**config.mk**
```make
export PLATFORM = sky130hd
export DESIGN_NAME = control_multiciclo
export DESIGN_NICKNAME = d
export VERILOG_FILES = /design/src/rtl/control_multiciclo.sv
export SDC_FILE = /design/constraint.sdc
export NUM_CORES = 1
export LEC_CHECK = 0
export ABC_AREA = 1
export CORE_UTILIZATION = 32
export DETAILED_ROUTE_END_ITERATION = 12
export PLACE_DENSITY = 0.65
export SLEW_MARGIN = 20
export SYNTH_ARGS = -nofsm -noshare
export SYNTH_HDL_FRONTEND = slang
export SYNTH_SLANG_ARGS = --single-unit
```
**constraint.sdc**
```tcl
create_clock -name clk -period 5.8 [get_ports clk]
set_input_delay 0.58 -clock clk [delete_from_list [all_inputs] [get_ports clk]]
set_output_delay 0.58 -clock clk [all_outputs]
set_load 0.01 [all_outputs]
```
**src/rtl/control_multiciclo.sv**
```systemverilog
`default_nettype none
// ============================================================================
// Module  : control_multiciclo
// Brief   : Multi-cycle FETCH/DECODE/EXECUTE/MEMORY/WRITEBACK sequencer for
//           the R-type/lw/sw datapath, with registered one-hot write strobes.
// Rev     : 1.0  initial release
// ============================================================================
module control_multiciclo #(
    parameter int PC_WIDTH  = 32,
    parameter int PC_STEP   = 4,
    parameter int RESET_PC  = 0,
    parameter int CNT_WIDTH = 16
) (
    input  logic                 clk,
    input  logic                 rst,
    input  logic                 start,
    output logic                 imem_req,
    output logic [PC_WIDTH-1:0]  imem_addr,
    input  logic                 imem_ack,
    input  logic [31:0]          imem_data,
    output logic [31:0]          instruccion,
    output logic                 reg_write,
    output logic                 mem_read,
    output logic                 mem_write,
    output logic                 mem_to_reg,
    output logic [2:0]           alu_op,
    output logic                 busy,
    output logic                 halted,
    output logic                 illegal_op,
    output logic [CNT_WIDTH-1:0] instr_count
);

    localparam logic [2:0] c_S_IDLE      = 3'd0;
    localparam logic [2:0] c_S_FETCH     = 3'd1;
    localparam logic [2:0] c_S_DECODE    = 3'd2;
    localparam logic [2:0] c_S_EXECUTE   = 3'd3;
    localparam logic [2:0] c_S_MEMORY    = 3'd4;
    localparam logic [2:0] c_S_WRITEBACK = 3'd5;
    localparam logic [2:0] c_S_HALT      = 3'd6;

    localparam logic [5:0] c_OP_RTYPE = 6'b000000;
    localparam logic [5:0] c_OP_LW    = 6'b100011;
    localparam logic [5:0] c_OP_SW    = 6'b101011;
    localparam logic [5:0] c_OP_HALT  = 6'b111111;

    localparam logic [PC_WIDTH-1:0]  c_RESET_PC = PC_WIDTH'(RESET_PC);
    localparam logic [PC_WIDTH-1:0]  c_PC_STEP  = PC_WIDTH'(PC_STEP);
    localparam logic [CNT_WIDTH-1:0] c_CNT_ONE  = CNT_WIDTH'(1);

    logic [2:0]           r_state;
    logic [2:0]           w_state_nxt;
    logic [PC_WIDTH-1:0]  r_pc;
    logic [31:0]          r_instr;
    logic [CNT_WIDTH-1:0] r_count;
    logic                 r_imem_req;
    logic                 r_reg_write;
    logic                 r_mem_read;
    logic                 r_mem_write;
    logic                 r_mem_to_reg;
    logic                 r_illegal;

    logic [5:0] w_opcode;
    logic       w_is_rtype;
    logic       w_is_lw;
    logic       w_is_sw;
    logic       w_is_halt;
    logic       w_is_illegal;
    logic       w_retire;

    assign w_opcode     = r_instr[31:26];
    assign w_is_rtype   = (w_opcode == c_OP_RTYPE);
    assign w_is_lw      = (w_opcode == c_OP_LW);
    assign w_is_sw      = (w_opcode == c_OP_SW);
    assign w_is_halt    = (w_opcode == c_OP_HALT);
    assign w_is_illegal = !(w_is_rtype || w_is_lw || w_is_sw || w_is_halt);

    // sw retires out of MEMORY; R-type and lw retire out of WRITEBACK
    assign w_retire = (r_state == c_S_WRITEBACK) ||
                      ((r_state == c_S_MEMORY) && w_is_sw);

    always_comb begin
        w_state_nxt = r_state;
        case (r_state)
            c_S_IDLE:      if (start) w_state_nxt = c_S_FETCH;
            c_S_FETCH:     if (imem_ack) w_state_nxt = c_S_DECODE;
            c_S_DECODE: begin
                if (w_is_halt)         w_state_nxt = c_S_HALT;
                else if (w_is_illegal) w_state_nxt = c_S_FETCH;
                else                   w_state_nxt = c_S_EXECUTE;
            end
            c_S_EXECUTE:   w_state_nxt = w_is_rtype ? c_S_WRITEBACK : c_S_MEMORY;
            c_S_MEMORY:    w_state_nxt = w_is_lw ? c_S_WRITEBACK : c_S_FETCH;
            c_S_WRITEBACK: w_state_nxt = c_S_FETCH;
            c_S_HALT:      w_state_nxt = c_S_HALT;
            default:       w_state_nxt = c_S_IDLE;
        endcase
    end

    // Strobes are computed from the next state so each one is a clean flop
    // output that is high for exactly the cycle spent in its state.
    always_ff @(posedge clk or posedge rst) begin
        if (rst) begin
            r_state      <= c_S_IDLE;
            r_pc         <= c_RESET_PC;
            r_instr      <= '0;
            r_count      <= '0;
            r_imem_req   <= 1'b0;
            r_reg_write  <= 1'b0;
            r_mem_read   <= 1'b0;
            r_mem_write  <= 1'b0;
            r_mem_to_reg <= 1'b0;
            r_illegal    <= 1'b0;
        end else begin
            r_state      <= w_state_nxt;
            r_imem_req   <= (w_state_nxt == c_S_FETCH);
            r_reg_write  <= (w_state_nxt == c_S_WRITEBACK);
            r_mem_to_reg <= (w_state_nxt == c_S_WRITEBACK) && w_is_lw;
            r_mem_read   <= (w_state_nxt == c_S_MEMORY) && w_is_lw;
            r_mem_write  <= (w_state_nxt == c_S_MEMORY) && w_is_sw;
            if ((r_state == c_S_FETCH) && imem_ack) begin
                r_instr <= imem_data;
                r_pc    <= r_pc + c_PC_STEP;
            end
            if ((r_state == c_S_DECODE) && w_is_illegal) begin
                r_illegal <= 1'b1;
            end
            if (w_retire) begin
                r_count <= r_count + c_CNT_ONE;
            end
        end
    end

    assign imem_req    = r_imem_req;
    assign imem_addr   = r_pc;
    assign instruccion = r_instr;
    assign reg_write   = r_reg_write;
    assign mem_read    = r_mem_read;
    assign mem_write   = r_mem_write;
    assign mem_to_reg  = r_mem_to_reg;
    assign alu_op      = w_is_rtype ? 3'b010 : 3'b000;
    assign busy        = (r_state != c_S_IDLE) && (r_state != c_S_HALT);
    assign halted      = (r_state == c_S_HALT);
    assign illegal_op  = r_illegal;
    assign instr_count = r_count;

endmodule
`default_nettype wire

```
==> results of run 1 <==
## worst max-delay path, delay by kind of cell, from the launching register on
kind          cells  cell delay, ns
buf+inv           2            0.64
flops             1            0.41
simple gates      2            0.37
## final cells by class
| type | count | area (um2) | area share [%] |
|---|---|---|---|
| Inverter | 56 | 211 | 3.52 |
| Clock inverter | 3 | 67.6 | 1.13 |
| Tap cell | 176 | 220 | 3.67 |
| Multi-Input combinational cell | 391 | 1850 | 30.9 |
| Timing Repair Buffer | 123 | 1230 | 20.5 |
| Sequential cell | 87 | 2180 | 36.3 |
| Clock buffer | 12 | 246 | 4.10 |
## synth_stat cells
library cell and instances:
and3_1 2, o21ai_0 14, nand2_2 4, a21oi_1 1, clkbuf_1 3, nor2_1 65
nor2_2 6, clkinv_1 1, nand2_1 207, buf_4 6, ha_1 2, inv_2 3
nand4_1 10, nor2_8 1, nand3_2 1, a31o_2 1, or2_0 1, nor3_1 8
xnor2_1 11, nand3b_1 2, nand3_1 26, nand2_4 2, buf_2 5, nand3b_4 2
inv_1 52, conb_1 1, dfrtp_1 87, nor3_2 1, xor2_1 18, nor3_4 1
a21boi_0 1
## per-stage QoR
step / total power, uW / hold WS (ns) / setup WS, ns / instance area (um2)
2_1_floorplan: 1280 / 0.509 / 2.97 / 4320
3_3_place_gp: 1680 / 0.459 / 3.31 / 5690
3_5_place_dp: 1690 / 0.462 / 3.29 / 5690
4_1_cts: 2330 / 0.482 / 3.43 / 6010
5_1_grt: 2450 / 0.504 / 3.35 / 6010
6_report: 2300 / 0.479 / 3.46 / 6010
## kinds of logic after synthesis
group,share of synthesized area [%]
AO/OA/AOI/OAI,2.12
adder cells (fa/ha/maj),0.580
other,0.0870
AND/OR/NAND/NOR,34.1
flip-flops,50.5
XOR/XNOR,5.89
buffers and inverters,6.76
## worst min path at each step
stage	start	end	slack, ns	cells past startpoint
floorplan	instruccion[0]	instruccion[0]	0.51	2
global placement	instruccion[25]	instruccion[25]	0.46	2
detailed placement	instruccion[25]	instruccion[25]	0.46	2
CTS	instruccion[3]	instruccion[3]	0.48	2
global route	instruccion[16]	instruccion[16]	0.50	2
finish	instruccion[25]	instruccion[25]	0.48	2
## power groups by stage
stage / clock (uW) / sequential, uW / combinational (uW)
6_report: 620 / 885 / 792
5_1_grt: 662 / 909 / 878
3_3_place_gp: 0 / 892 / 788
3_5_place_dp: 0 / 890 / 802
2_1_floorplan: 0 / 937 / 346
4_1_cts: 637 / 887 / 803
## layer usage
layer	wire length, um	up-vias	global-route usage (%)
li1	-	1902	-
met1	4780	1781	20.6
met2	4740	116	25.6
met3	703	10	4.55
met4	121	0	5.77
met5	0	-	0
==> results.cfg, run 1 <==
[finish]
syn2layout_area_growth_pct = 39.3
nFillCells = 1283
final_net_count = 706
diodes = 0
final_util_pct = 45.5
stdcell_count = 848
largest_register_ffs = 32
drive_gt1_share_pct = 5.51
final_cell_mix = 207 x nand2_1, 122 x clkdlybuf4s50_1, 87 x dfrtp_1, 65 x nor2_1, 51 x inv_1
layout_commonest_cell = nand2_1

[placement]
portBuffers = 122
dp_cells = 833
gp_congestion = 0.902
dp_hpwl_um = 7660

[synth]
synth-seq-cells = 87
synth_top_area_share_pct = 50.5
yosysSeqAreaShare_pct = 50.5
synth_area_leader_cell = dfrtp_1
syn-cell-area_um2 = 4310
yosys_warnings = 0
avgSynthCellArea_um2 = 7.91
synthTopCellsByArea = dfrtp_1 50%, nand2_1 18%, nor2_1 5.7%, inv_1 4.5%, xor2_1 3.7%
synthCells = 545
synth_cell_types = 31

[timing]
max_freq_mhz = 428
skew_ns = 0.00639
hold_violations = 0
slew_violations = 0
worstMarginPinSlew_ns = 0.702
period_needed_ns = 2.34
setup_viol = 0
tns_ns = 0
rsz0062_at_grt = false
finalCritPeriodShare_pct = 40.3
slew_headroom_pct = 53.2

[global_route]
grt_pass1_wl_um = 17800
grt_usage_pct = 16.0
grt-ovfl-total = 0
grt_pass1_vias = 3760
grt_max_degree = 56
antenna_found_initial = 0

[drt]
drc = 0
drt-initial-drc-count = 222
drtAntennaViolNets = 0
num_vias = 3809
viasPerCell = 4.49
wirelength_um = 10400
routedWlPerCell_um = 12.2
dr.pass1.iters = 4

[floorplanning]
core_area_um2 = 13200
die_w_um = 118
core.rowCount = 42
ioPinCount = 127
die_h_um = 118
die_area_um2 = 13900
start_util_pct = 32.7

[cts]
clock-root-buffer = clkbuf_16
cts_setup_buffers = 0
insertion_delay_ns = 0.34
hold_buffers = 0
cts_resized = 0
cts_max_path_buffers = 2
numCtsBuffers = 9
cts_max_level = 3
clk_pin_slew_ns = 0.06
clock_sinks = 87
cts_tree = yes

[power]
intPower_uw = 1530
power_switching_uw = 767
max-vdd-ir-drop_mv = 0.196
power_frac_clock_pct = 27.0
cellPowerDensity_nw_per_um2 = 382
p_sw_share_pct = 33.4
p_leak_uw = 0.00282
seqPwrFrac_pct = 38.5
p_comb_share_pct = 34.5

[critical_path]
start_kind = flip-flop
slowest_stage = clkdlybuf4s50_1
worstRegToRegCells = 10
critPathMaxStageDelay_ns = 0.53
endpoint_kind = output pin
crit_path_cell_trace = nor2_1 > nand3_1 > inv_1 > clkdlybuf4s50_1
crit_type = flip-flop to output pin
worstPathRequired_ns = 5.22
crit_fanout = 5
r2r_end = imem_addr[26]
cp-startpoint = instruccion[28]
critPathCapture = alu_op[1]
r2r_slack_ns = 3.88
worstPathArrival_ns = 1.76
reg2reg_from = r_state[2]

[run_status]
status = finished clean

[worst_hold_path]
worstHoldPathType = flip-flop to flip-flop

[job]
drv_cap = 0
No activity file was read; power rests on OpenSTA's default activity.
==> run 2, diff against run 1 <==
--- a/config.mk
+++ b/config.mk
@@ -8,7 +8,7 @@
 export ABC_AREA = 1
 export CORE_UTILIZATION = 32
 export DETAILED_ROUTE_END_ITERATION = 12
-export PLACE_DENSITY = 0.65
+export PLACE_DENSITY = 0.67
 export SLEW_MARGIN = 20
 export SYNTH_ARGS = -nofsm -noshare
 export SYNTH_HDL_FRONTEND = slang
==> constraint.sdc (replaced) <==
create_clock -name clk -period 2.08 [get_ports clk]
set_input_delay 0.208 -clock clk [delete_from_list [all_inputs] [get_ports clk]]
set_output_delay 0.208 -clock clk [all_outputs]
set_load 0.01 [all_outputs]
==> run 2 against run 1 <==
Compared with the run above:
- non-clock buffer count grew 4
- via count up 2.2%
- largest cell class unchanged
- routed wire length is 4.6% higher
- critical path type unchanged
==> results.cfg, run 2 (synthesis gave the netlist of run 1 again) <==
[drt]
drt-initial-drc-count = 176
routedWlPerCell_um = 12.7
drc = 0
dr.pass1.iters = 5
wirelength_um = 10800
viasPerCell = 4.57
drtAntennaViolNets = 0
num_vias = 3894

[timing]
finalCritPeriodShare_pct = 93.9
hold_violations = 0
skew_ns = 0.00639
period_needed_ns = 1.95
setup_viol = 0
tns_ns = 0
slew_violations = 0
max_freq_mhz = 512
rsz0062_at_grt = false

[critical_path]
worstRegToRegCells = 10
critPathMaxStageDelay_ns = 0.53
start_kind = flip-flop
crit_type = flip-flop to output pin
slowest_stage = clkdlybuf4s50_1
worstPathArrival_ns = 1.74
crit_fanout = 5
endpoint_kind = output pin
worstPathRequired_ns = 1.87
crit_path_cell_trace = nor2_2 > nand3_1 > inv_2 > clkdlybuf4s50_1

[run_status]
status = finished clean

[cts]
cts_max_level = 3
clk_pin_slew_ns = 0.06
cts_setup_buffers = 0
clock-root-buffer = clkbuf_16
cts_max_path_buffers = 2
insertion_delay_ns = 0.34
hold_buffers = 0
numCtsBuffers = 9
clock_sinks = 87
cts_tree = yes

[floorplanning]
core_area_um2 = 13200
die_area_um2 = 13900
core.rowCount = 42
die_h_um = 118
die_w_um = 118
start_util_pct = 32.7
ioPinCount = 127

[power]
seqPwrFrac_pct = 39.4
intPower_uw = 4040
cellPowerDensity_nw_per_um2 = 1040
power_frac_clock_pct = 24.1
power_switching_uw = 2210
p_sw_share_pct = 35.4
max-vdd-ir-drop_mv = 0.472
p_comb_share_pct = 36.5
p_leak_uw = 0.00282

[job]
drv_cap = 0

[placement]
gp_congestion = 0.851
dp_hpwl_um = 8070
portBuffers = 122
dp_cells = 837

[worst_hold_path]
worstHoldPathType = input port to asynchronous set/reset pin

[finish]
layout_commonest_cell = nand2_1
drive_gt1_share_pct = 6.79
nFillCells = 1293
syn2layout_area_growth_pct = 39.5
diodes = 0
seqCellArea_um2 = 2180
final_cell_mix = 207 x nand2_1, 122 x clkdlybuf4s50_1, 87 x dfrtp_1, 63 x nor2_1, 50 x inv_1
largest_register_ffs = 32
multi_input_area_um2 = 1860
final_util_pct = 45.6
final_net_count = 710
stdcell_count = 853

[global_route]
grt_max_degree = 88
grt-ovfl-total = 0
antenna_found_initial = 0
grt_pass1_vias = 3865
grt_usage_pct = 16.4
grt_pass1_wl_um = 18300
run 2: changes by cell type in the layout (fill, tap and decap cells not counted):
| cell | delta |
|---|---|
| buf_4 | +3 |
| clkinvlp_4 | +3 |
| bufinv_16 | -2 |
| inv_6 | +2 |
| nor2_1 | -2 |
| nor2_2 | +2 |
| buf_12 | +1 |
| clkbuf_1 | -1 |
| clkbuf_8 | -1 |
| inv_1 | -1 |
| inv_2 | +1 |
run 2: layout make-up:
class | instances | share of cell area, %
clock inverters | 6 | 0.749
clock buffers | 10 | 3.81
inverters | 56 | 3.56
repair buffers | 127 | 21.1
flip-flops and latches | 87 | 36.2
multi-input cells | 391 | 30.9
well taps | 176 | 3.66
run 2: per-stage QoR:
step / power, uW / hold slack (ns) / setup slack [ns] / cell area, um2
2_1_floorplan: 3580 / 0.318 / 0.571 / 4330
3_3_place_gp: 4720 / 0.458 / 0.339 / 5740
3_5_place_dp: 4770 / 0.462 / 0.328 / 5740
4_1_cts: 6310 / 0.381 / 0.0632 / 6010
5_1_grt: 6660 / 0.389 / 0.0321 / 6020
6_report: 6240 / 0.355 / 0.128 / 6020
run 2: repair_timing:
action                     in CTS  in global routing
resized for setup               0                  3
hold endpoints to repair        0                  0
setup endpoints to repair       0                  3
run 2: path summary, 6_finish.rpt:
check,startpoint,to,slack [ns]
setup / recovery,instruccion[28],alu_op[1],0.13
setup reg to reg,imem_addr[2],imem_addr[26],0.42
hold / removal,rst,instr_count[8],0.35
min in group clk,imem_data[11],instruccion[11],0.39
hold reg to reg,instruccion[0],instruccion[0],0.47
max in group asynchronous,rst,imem_addr[24],1.35
run 2: per-layer routing:
layer  GRT usage, %  vias to the layer above  share of wire [%]
li1               -                     1923                  -
met1           20.5                     1838                 45
met2           26.5                      116                 47
met3           5.57                       17                6.4
met4           5.45                        0                1.4
met5              0                        -                  0
run 2: worst max-delay path, delay by kind of cell, from the launching register on:
kind	cells	cell delay (ns)
buffers and inverters	2	0.64
DFF	1	0.42
and+or+nand+nor	2	0.34
run 2: power groups by stage:
| stage | Clock (uW) | Combinational, uW | Sequential [uW] |
|---|---|---|---|
| final | 1510 | 2280 | 2460 |
| after global routing | 1640 | 2500 | 2520 |
| after CTS | 1560 | 2300 | 2460 |
| after detailed placement | 0 | 2290 | 2480 |
| after global placement | 0 | 2250 | 2470 |
| after floorplan | 0 | 965 | 2610 |
